**config.mk**
```make
export PLATFORM = sky130hd
export DESIGN_NAME = axis_fifo_receiver_flat
export DESIGN_NICKNAME = d
export VERILOG_FILES = /design/src/rtl/axis_fifo_receiver_if.sv /design/src/rtl/axis_fifo_receiver.sv /design/src/flat_wrapper.sv
export SDC_FILE = /design/constraint.sdc
export NUM_CORES = 1
export LEC_CHECK = 0
export ABC_AREA = 1
export CORE_ASPECT_RATIO = 0.75
export CORE_MARGIN = 2
export CORE_UTILIZATION = 45
export CTS_CLUSTER_DIAMETER = 80
export CTS_CLUSTER_SIZE = 24
export DETAILED_ROUTE_END_ITERATION = 6
export PLACE_DENSITY_LB_ADDON = 0.3
export SETUP_SLACK_MARGIN = 0.15
export SLEW_MARGIN = 5
export SYNTH_ARGS = -nofsm -noshare
export SYNTH_HDL_FRONTEND = slang
export SYNTH_SLANG_ARGS = --single-unit
```
**constraint.sdc**
```tcl
create_clock -name clk -period 1.3 [get_ports clk]
set_input_delay 0.26 -clock clk [delete_from_list [all_inputs] [get_ports clk]]
set_output_delay 0.26 -clock clk [all_outputs]
set_load 0.05 [all_outputs]
```
**src/rtl/axis_fifo_receiver_if.sv**
```systemverilog
// AXI4-Stream bundle shared by the stream sender and receiver.
// The slave modport drives only tready.
interface axi4s_if #(
   parameter int DATA_WIDTH = 64
);
   logic [DATA_WIDTH-1:0]   tdata;
   logic [DATA_WIDTH/8-1:0] tkeep;
   logic                    tlast;
   logic                    tvalid;
   logic                    tready;

   modport master (
      output tdata, tkeep, tlast, tvalid,
      input  tready
   );

   modport slave (
      input  tdata, tkeep, tlast, tvalid,
      output tready
   );
endinterface

```
**src/rtl/axis_fifo_receiver.sv**
```systemverilog
// AXI4-Stream sink: 2-entry skid buffer feeding a write-side FIFO,
// with block framing on tlast or a fixed beat count.
module axis_fifo_receiver #(
   parameter int DATA_WIDTH  = 64,
   parameter int BLOCK_BEATS = 256,
   parameter int CNT_WIDTH   = 16
) (
   input  logic                  clk,
   input  logic                  rstn,
   axi4s_if.slave                axis,
   output logic [DATA_WIDTH-1:0] fifo_wr_data,
   output logic                  fifo_wr_last,
   output logic                  fifo_wr_en,
   input  logic                  fifo_full,
   output logic [CNT_WIDTH-1:0]  pkt_cnt,
   output logic                  block_done,
   output logic                  err_keep,
   input  logic                  clr_err
);

   localparam int BW = (BLOCK_BEATS > 1) ? $clog2(BLOCK_BEATS) : 1;
   localparam logic [BW-1:0] LAST_IDX =
      BW'((BLOCK_BEATS > 0) ? BLOCK_BEATS - 1 : 0);

   typedef struct packed {
      logic [DATA_WIDTH-1:0] data;
      logic                  last;
   } beat_t;

   beat_t          out_q;
   beat_t          skid_q;
   beat_t          in_beat;
   logic           out_v;
   logic           skid_v;
   logic           tready_q;
   logic [BW-1:0]  beat_cnt;
   logic           accept;
   logic           drain;
   logic           mark;
   logic           keep_bad;
   logic           wr_last_beat;

   assign axis.tready  = tready_q;
   assign accept       = axis.tvalid && tready_q;
   assign fifo_wr_en   = out_v && !fifo_full;
   assign fifo_wr_data = out_q.data;
   assign fifo_wr_last = out_q.last;
   assign drain        = !out_v || fifo_wr_en;
   assign wr_last_beat = fifo_wr_en && out_q.last;

   // Forced framing only when a block size is configured.
   assign mark = axis.tlast ||
                 ((BLOCK_BEATS != 0) && (beat_cnt == LAST_IDX));
   assign keep_bad = !axis.tlast && (axis.tkeep != '1);
   assign in_beat  = '{data: axis.tdata, last: mark};

   always_ff @(posedge clk or negedge rstn) begin
      if (!rstn) begin
         out_q      <= '0;
         skid_q     <= '0;
         out_v      <= 1'b0;
         skid_v     <= 1'b0;
         tready_q   <= 1'b0;
         beat_cnt   <= '0;
         pkt_cnt    <= '0;
         block_done <= 1'b0;
         err_keep   <= 1'b0;
      end else begin
         // SKID has priority into OUT; tready only accepts when SKID is empty.
         if (drain) begin
            if (skid_v) begin
               out_q  <= skid_q;
               out_v  <= 1'b1;
               skid_v <= 1'b0;
            end else if (accept) begin
               out_q <= in_beat;
               out_v <= 1'b1;
            end else begin
               out_v <= 1'b0;
            end
            tready_q <= 1'b1;
         end else if (accept) begin
            skid_q   <= in_beat;
            skid_v   <= 1'b1;
            tready_q <= 1'b0;
         end else begin
            tready_q <= !skid_v;
         end

         if (accept) begin
            beat_cnt <= mark ? '0 : beat_cnt + BW'(1);
         end

         block_done <= wr_last_beat;
         if (wr_last_beat) begin
            pkt_cnt <= pkt_cnt + CNT_WIDTH'(1);
         end

         err_keep <= (accept && keep_bad) || (err_keep && !clr_err);
      end
   end

endmodule
```
**src/flat_wrapper.sv**
```systemverilog
// flat-port wrapper written by rule: the top's interface ports become plain ports
module axis_fifo_receiver_flat 
#(
   parameter int DATA_WIDTH  = 64,
   parameter int BLOCK_BEATS = 256,
   parameter int CNT_WIDTH   = 16
)
  (clk, rstn, fifo_wr_data, fifo_wr_last, fifo_wr_en, fifo_full, pkt_cnt, block_done, err_keep, clr_err, axis_tdata, axis_tkeep, axis_tlast, axis_tvalid, axis_tready);
  axi4s_if #(.DATA_WIDTH(DATA_WIDTH)) axis_i ();
  input  logic clk;
  input  logic rstn;
  output logic [DATA_WIDTH-1:0] fifo_wr_data;
  output logic fifo_wr_last;
  output logic fifo_wr_en;
  input  logic fifo_full;
  output logic [CNT_WIDTH-1:0] pkt_cnt;
  output logic block_done;
  output logic err_keep;
  input  logic clr_err;
  input wire logic [$bits(axis_i.tdata)-1:0] axis_tdata;
  input wire logic [$bits(axis_i.tkeep)-1:0] axis_tkeep;
  input wire logic [$bits(axis_i.tlast)-1:0] axis_tlast;
  input wire logic [$bits(axis_i.tvalid)-1:0] axis_tvalid;
  output wire logic [$bits(axis_i.tready)-1:0] axis_tready;
  assign axis_i.tdata = axis_tdata;
  assign axis_i.tkeep = axis_tkeep;
  assign axis_i.tlast = axis_tlast;
  assign axis_i.tvalid = axis_tvalid;
  assign axis_tready = axis_i.tready;
  axis_fifo_receiver #(.DATA_WIDTH(DATA_WIDTH), .BLOCK_BEATS(BLOCK_BEATS), .CNT_WIDTH(CNT_WIDTH)) u_core (.clk(clk), .rstn(rstn), .axis(axis_i), .fifo_wr_data(fifo_wr_data), .fifo_wr_last(fifo_wr_last), .fifo_wr_en(fifo_wr_en), .fifo_full(fifo_full), .pkt_cnt(pkt_cnt), .block_done(block_done), .err_keep(err_keep), .clr_err(clr_err));
endmodule
```
==> results.ini, run 1 <==
[setup_path]
critPathRequiredTime_ns=1.62
path_class=flip-flop to flip-flop
start_kind=flip-flop
critPathMaxStageDelay_ns=0.43
crit_path_cell_trace=nand2_4 > buf_12 > nand2_8 > nand2_8 > clkinv_8 > buf_12 > clkbuf_16 > a31oi_1
crit_path_top_delay_cell=dfrtp_2
critPathCaptureType=flip-flop
cp_max_fo=5
cp_num_buf_inv=4
crit_family=buffers and inverters
crit_arrival_ns=1.97

[cts]
clkSinkCount=159
clockBufferDepth=2
cts-root-buf=clkbuf_16
clk_latency_ns=0.44
htreeDepth=4
cts.reportedPaths.clkPinSlew_ns=0.07
cts_tree=done
cts_buffers=17

[synthesis]
ys_warn_count=0
synthTopCellsByArea=dfrtp_1 58%, nand2_1 10%, mux2_1 6.3%
syn_area_mm2=0.00682
synth_fa_ha_area_frac=0.00367
synth_top_area_share=0.584
syn_nets=757
synthTopCellsByCount=181 x nand2_1, 159 x dfrtp_1, 92 x nor2_1
synth_top_family_by_area=simple AND/OR/NAND/NOR gates
async_flop_share=1.00
synthCells=677
syn_area_per_cell_um2=10.1
synth_seq_cells=159
synth_top_cell_by_area=dfrtp_1
synth-main-ff-cell=dfrtp_1
synth_compound_gate_area_share=0.0648
synthSimpleGateAreaFrac=0.174
synth.area.mux_share=0.106
synth_most_common_cell=nand2_1
yosysUniqueCellTypes=26
synth_edf_count=0
synthXorXnorAreaFrac=0.0167
ys_seq_area_frac=0.584

[timing]
slew_viol_final=0
fin_crit_ns=1.65
final-setup-viol-count=176
max_slew_margin=0.671
fin_skew_ns=0.0113
fin_crit_sh=1.27
grt_setup_unrepaired=yes
timing.fmax_ghz=0.605
hold_viol=0
setup_slack_ns=-0.352
worstMarginPinSlew_ns=0.494

[layout]
finalInstanceArea_mm2=0.0130
final_core_util=0.890
syn2layout_area_growth_pct=91.2
nets=1047
fill_cells=545
layout-drive-gt1-share=0.503

[global_route]
grt_overflow=0
grt_max_degree=46
grt_antenna_before_repair=1
grt_usage=0.284
grt_pass1_wl_um=36200
grt_pass1_vias=6882

[detailed_routing]
drtIter0Drc=778
ant_nets=0
drtPass1Iterations=6
vias=7090
wirelength_um=30000
drc=0
vias_per_cell=6.01
wl_per_cell_um=25.4

[power]
p_per_area_mw_per_mm2=1980
irDropWorstVdd_v=0.00131
p_leak_nw=5.70

[floorplan]
core_area_mm2=0.0146
rows=38
die-area_mm2=0.0162
start_util=0.465
ios=163
die_w_um=146
die_h_um=111

[run]
drv_cap=0

[placement]
dpl.hpwl_um=12300
gp_congestion=0.822
numPortBuffers=162
place_area_mm2=0.00977

[outcome]
status=finished, violations left
violations=negative setup slack

[worst_hold_path]
hp-class=primary input to asynchronous set/reset pin

==> cell usage in the layout (no fill, tap or decap), types with 25 or more instances in the layout <==
master / netlist / final
nand2_1: 181 / 164
dfrtp_1: 159 / 133
buf_12: 0 / 102
clkdlybuf4s50_1: 0 / 76
buf_4: 3 / 75
mux2_4: 0 / 64
a31oi_1: 64 / 38
nor2_1: 92 / 36
nor2_2: 1 / 32
buf_6: 9 / 27
nor2_4: 0 / 25
clkbuf_16: 0 / 25
dfrtp_2: 0 / 25
==> final timing paths <==
path | from | endpoint | slack, ns | cells after the start
setup / recovery | u_core.axis.tready$_DFF_PN0_ | u_core.fifo_wr_data[9]$_DFFE_PN0P_ | -0.35 | 8
hold / removal | rstn | u_core.pkt_cnt[0]$_DFFE_PN0P_ | 0.35 | 2
setup reg to reg | u_core.axis.tready$_DFF_PN0_ | u_core.fifo_wr_data[9]$_DFFE_PN0P_ | -0.35 | 8
hold reg to reg | u_core.skid_q[3]$_DFFE_PN0P_ | u_core.skid_q[3]$_DFFE_PN0P_ | 0.52 | 1
max in group asynchronous | rstn | u_core.skid_q[15]$_DFFE_PN0P_ | 0.37 | 3
min in group clk | clr_err | u_core.err_keep$_DFF_PN0_ | 0.41 | 2
==> where the power goes <==
part	leakage [nW]	total, mW	internal, mW	switching, mW
Combinational	3.57	12.3	6.34	5.94
Sequential	1.84	8.09	6.48	1.61
Clock	0.300	5.40	3.26	2.13
==> cell type report <==
class,count,area [µm²],area share
repair buffers,305,4280,0.329
diodes,1,2.50,0.000192
repair inverters,1,20.0,0.00154
flip-flops and latches,159,4010,0.308
clock buffers,22,494,0.0379
clock inverters,9,131,0.0101
inverters,31,146,0.0112
well taps,200,250,0.0192
multi-input cells,452,3690,0.283
==> kinds of logic after synthesis <==
logic type,after synthesis
xor+xnor,13
simple gates,301
mux,64
fa+ha+maj,2
flops,159
buf+inv,66
compound gates,72
==> sequential cells by signal (all words and copies together), names as in the netlist <==
name                 cells
u_core.beat_cnt          8
u_core.err_keep          1
u_core.axis.tready       1
u_core.block_done        1
u_core.fifo_wr_last      1
u_core.skid_v            1
u_core.out_v             1
u_core.fifo_wr_data     64
u_core.pkt_cnt          16
u_core.skid_q           65
==> metrics by stage <==
| stage | setup TNS (ns) | std cells | power, mW | setup WS (ns) | hold WS [ns] |
|---|---|---|---|---|---|
| 2_1_floorplan | -13.17 | 677 | 11.8 | -0.177 | -0.0356 |
| 3_5_place_dp | -64.10 | 1033 | 16.3 | -0.508 | 0.232 |
| 5_1_grt | -33.83 | 1180 | 26.5 | -0.371 | 0.401 |
| 6_report | -26.91 | 1180 | 25.8 | -0.352 | 0.354 |
| 4_1_cts | -14.03 | 1140 | 23.4 | -0.168 | 0.359 |
| 3_3_place_gp | -60.96 | 1033 | 16.0 | -0.472 | 0.226 |
==> metal layers <==
metal / GRT usage / wire length [µm]
met1: 0.354 / 10800
met2: 0.480 / 14900
met3: 0.0591 / 2690
met4: 0.128 / 1640
met5: 0 / 0
==> repair_timing <==
item | 4_1_cts | 5_1_grt
buffers inserted | 64 | 31
pin swaps | 24 | 19
setup endpoints to repair | 237 | 243
hold buffers | 1 | 0
cloned | 11 | 8
endpoints found under the hold margin | 38 | 0
gates resized for setup | 174 | 124
Power figures use the tool's default switching activity.
==> inputs of run 2 (changes only) <==
--- a/config.mk
+++ b/config.mk
@@ -12,6 +12,7 @@
 export CTS_CLUSTER_DIAMETER = 80
 export CTS_CLUSTER_SIZE = 24
 export DETAILED_ROUTE_END_ITERATION = 6
+export HOLD_SLACK_MARGIN = 0.02
 export PLACE_DENSITY_LB_ADDON = 0.3
 export SETUP_SLACK_MARGIN = 0.15
 export SLEW_MARGIN = 5
==> results of run 2 <==
Final layout, timing and power as in run 1 (identical DEF).
==> inputs of run 3 (changes only) <==
--- a/config.mk
+++ b/config.mk
@@ -6,13 +6,14 @@
 export NUM_CORES = 1
 export LEC_CHECK = 0
 export ABC_AREA = 1
-export CORE_ASPECT_RATIO = 0.75
+export CORE_ASPECT_RATIO = 1.75
 export CORE_MARGIN = 2
 export CORE_UTILIZATION = 45
 export CTS_CLUSTER_DIAMETER = 80
 export CTS_CLUSTER_SIZE = 24
 export DETAILED_ROUTE_END_ITERATION = 6
 export HOLD_SLACK_MARGIN = 0.02
+export MAX_ROUTING_LAYER = met4
 export PLACE_DENSITY_LB_ADDON = 0.3
 export SETUP_SLACK_MARGIN = 0.15
 export SLEW_MARGIN = 5
==> run 3 against run 2 <==
Effect of this change: the run still ends with negative setup slack left; sequential share of layout area down 1.0 points; via count barely moved; sequential cell count stayed put; clock power down 2%; final cell count increased by 0.17%; largest cell class unchanged; largest power group unchanged.
==> results.ini, run 3 (synthesized netlist as in run 1, its figures left out) <==
[setup_path]
cp_max_fo=5  ; unchanged
crit_arrival_ns=1.92  ; -0.05 ns
critPathRequiredTime_ns=1.63  ; about the same
crit_path_top_delay_cell=dfrtp_1
start_kind=flip-flop
crit_family=buffers and inverters
path_class=flip-flop to flip-flop
crit_path_cell_trace=nand2_2 > buf_6 > nand2_8 > clkinv_16 > buf_12 > buf_8 > buf_16 > a31oi_1
cp_num_cells=8  ; unchanged
critPathMaxStageDelay_ns=0.40  ; -0.03 ns
r2r_cells=8  ; unchanged
critPathCaptureType=flip-flop
cp_num_buf_inv=5  ; +1

[placement]
dp_worst_setup_slack_ns=-0.546  ; -0.0379 ns
dp.cells=1012  ; -2.0%
numPortBuffers=162  ; unchanged
gp_congestion=0.885  ; +7.6%
place_area_mm2=0.00972  ; -0.52%
dpl.hpwl_um=12100  ; -1.8%

[global_route]
grt_overflow=0  ; unchanged
grt_max_degree=66  ; +43%
grt_pass1_wl_um=39800  ; +9.9%
grt_usage=0.327  ; +0.0427
grt_antenna_before_repair=0  ; -1
grt_pass1_vias=7237  ; +5.2%

[layout]
final_core_util=0.911  ; +0.0215
layout_commonest_cell=nand2_1
syn2layout_area_growth_pct=98.4
max_flop_register=u_core.skid_q
nets=1067  ; +1.9%
n_antenna_cell=0  ; -1
fill_cells=463  ; -15%
final_cell_mix=157 x nand2_1, 121 x dfrtp_1, 100 x buf_12
layout-drive-gt1-share=0.552  ; +0.0490
largest_register_ffs=65  ; unchanged
finalInstanceArea_mm2=0.0135  ; +3.8%
final_cells=1182  ; +0.17%

[floorplan]
die_h_um=167  ; +51%
core_area_mm2=0.0148  ; +1.3%
die_w_um=97.0  ; -34%
ios=163  ; unchanged
start_util=0.459  ; -0.00608
rows=59  ; +55%
die-area_mm2=0.0162  ; +0.18%

[detailed_routing]
drtPass1Iterations=6  ; unchanged
wl_per_cell_um=26.8  ; +5.4%
drtIter0Drc=519  ; -33%
vias=7091  ; +0.014%
drc=0  ; unchanged
ant_nets=0  ; unchanged
wirelength_um=31700  ; +5.6%
vias_per_cell=6.00  ; -0.16%

[timing]
max_slew_margin=0.701  ; +0.0302
grt_setup_unrepaired=yes
finalSetupTns_ns=-26.17  ; +0.744 ns
worstMarginPinSlew_ns=0.448  ; -0.0453 ns
fin_crit_ns=1.59  ; -0.0648 ns
fin_skew_ns=0.0155  ; +0.00414 ns
timing.fmax_ghz=0.630  ; +4.1%
slew_viol_final=0  ; unchanged
setup_slack_ns=-0.287  ; +0.0648 ns
hold_slack_ns=0.258  ; -0.0960 ns
hold_viol=0  ; unchanged
fin_crit_sh=1.22  ; -0.0498
final-setup-viol-count=161  ; -8.5%

[worst_hold_path]
hp-class=primary input to asynchronous set/reset pin

[cts]
cts_buffers=17  ; unchanged
cts_tree=done
clkSinkCount=159  ; unchanged
cts-root-buf=clkbuf_16
cts.reportedPaths.clkPinSlew_ns=0.07  ; about the same
htreeDepth=4  ; unchanged
clk_latency_ns=0.43  ; about the same
clockBufferDepth=2  ; unchanged

[outcome]
status=finished, violations left
violations=negative setup slack

[run]
drv_cap=0  ; unchanged

[power]
p_leak_nw=5.83  ; +2.3%
power.total_mw=26.9  ; +4.3%
irDropWorstVdd_v=0.00161  ; +23%
p_per_area_mw_per_mm2=1990  ; +0.48%

-- run 3: cell count changes in the layout (fill, tap and decap cells not counted), moves of 8 or more --
cell	previous run	this run
nor2_1	36	15
buf_4	75	95
buf_16	13	23
nor2_2	32	13
nand2_2	11	19
nor2_4	25	65
dfrtp_2	25	37
dfrtp_1	133	121
-- run 3: repair_timing --
action,CTS,global route
hold buffers,1,0
hold endpoints to repair,135,0
gates cloned,23,3
pin swaps,27,28
endpoints found under the setup margin,232,240
gates resized for setup,238,158
buffers inserted,79,33
-- run 3: report_power, final --
group | internal (mW) | switching [mW]
Clock | 3.07 | 2.24
Sequential | 6.50 | 1.70
Combinational | 6.91 | 6.44
Total | 16.5 | 10.4
-- run 3: layout make-up --
type | count | area, µm² | share of cell area
clock buffers | 18 | 439 | 0.0325
clock inverters | 13 | 163 | 0.0120
flip-flops and latches | 159 | 4030 | 0.298
well taps | 183 | 229 | 0.0169
inverters | 31 | 160 | 0.0118
repair buffers | 325 | 4520 | 0.334
multi-input cells | 452 | 3960 | 0.293
repair inverters | 1 | 30.0 | 0.00222
-- run 3: path summary, 6_finish.rpt --
kind                                                     from                             endpoint  slack (ns)
worst max-delay path                 u_core.out_v$_DFFE_PN0P_  u_core.fifo_wr_data[34]$_DFFE_PN0P_       -0.29
worst min-delay path                                     rstn        u_core.pkt_cnt[5]$_DFFE_PN0P_        0.26
worst max register to register       u_core.out_v$_DFFE_PN0P_  u_core.fifo_wr_data[34]$_DFFE_PN0P_       -0.29
worst min register to register  u_core.skid_q[45]$_DFFE_PN0P_        u_core.skid_q[45]$_DFFE_PN0P_        0.52
max in group asynchronous                                rstn  u_core.fifo_wr_data[53]$_DFFE_PN0P_        0.47
min in group clk                                      clr_err            u_core.err_keep$_DFF_PN0_        0.40
-- run 3: per-layer routing --
layer / track usage / routed length (µm) / vias to the layer above
met1: 0.341 / 10200 / 3558
met4: 0.194 / 2190 / 0
met3: 0.0546 / 2020 / 180
li1: - / - / 2862
met2: 0.574 / 17300 / 491
met5: - / 0 / -
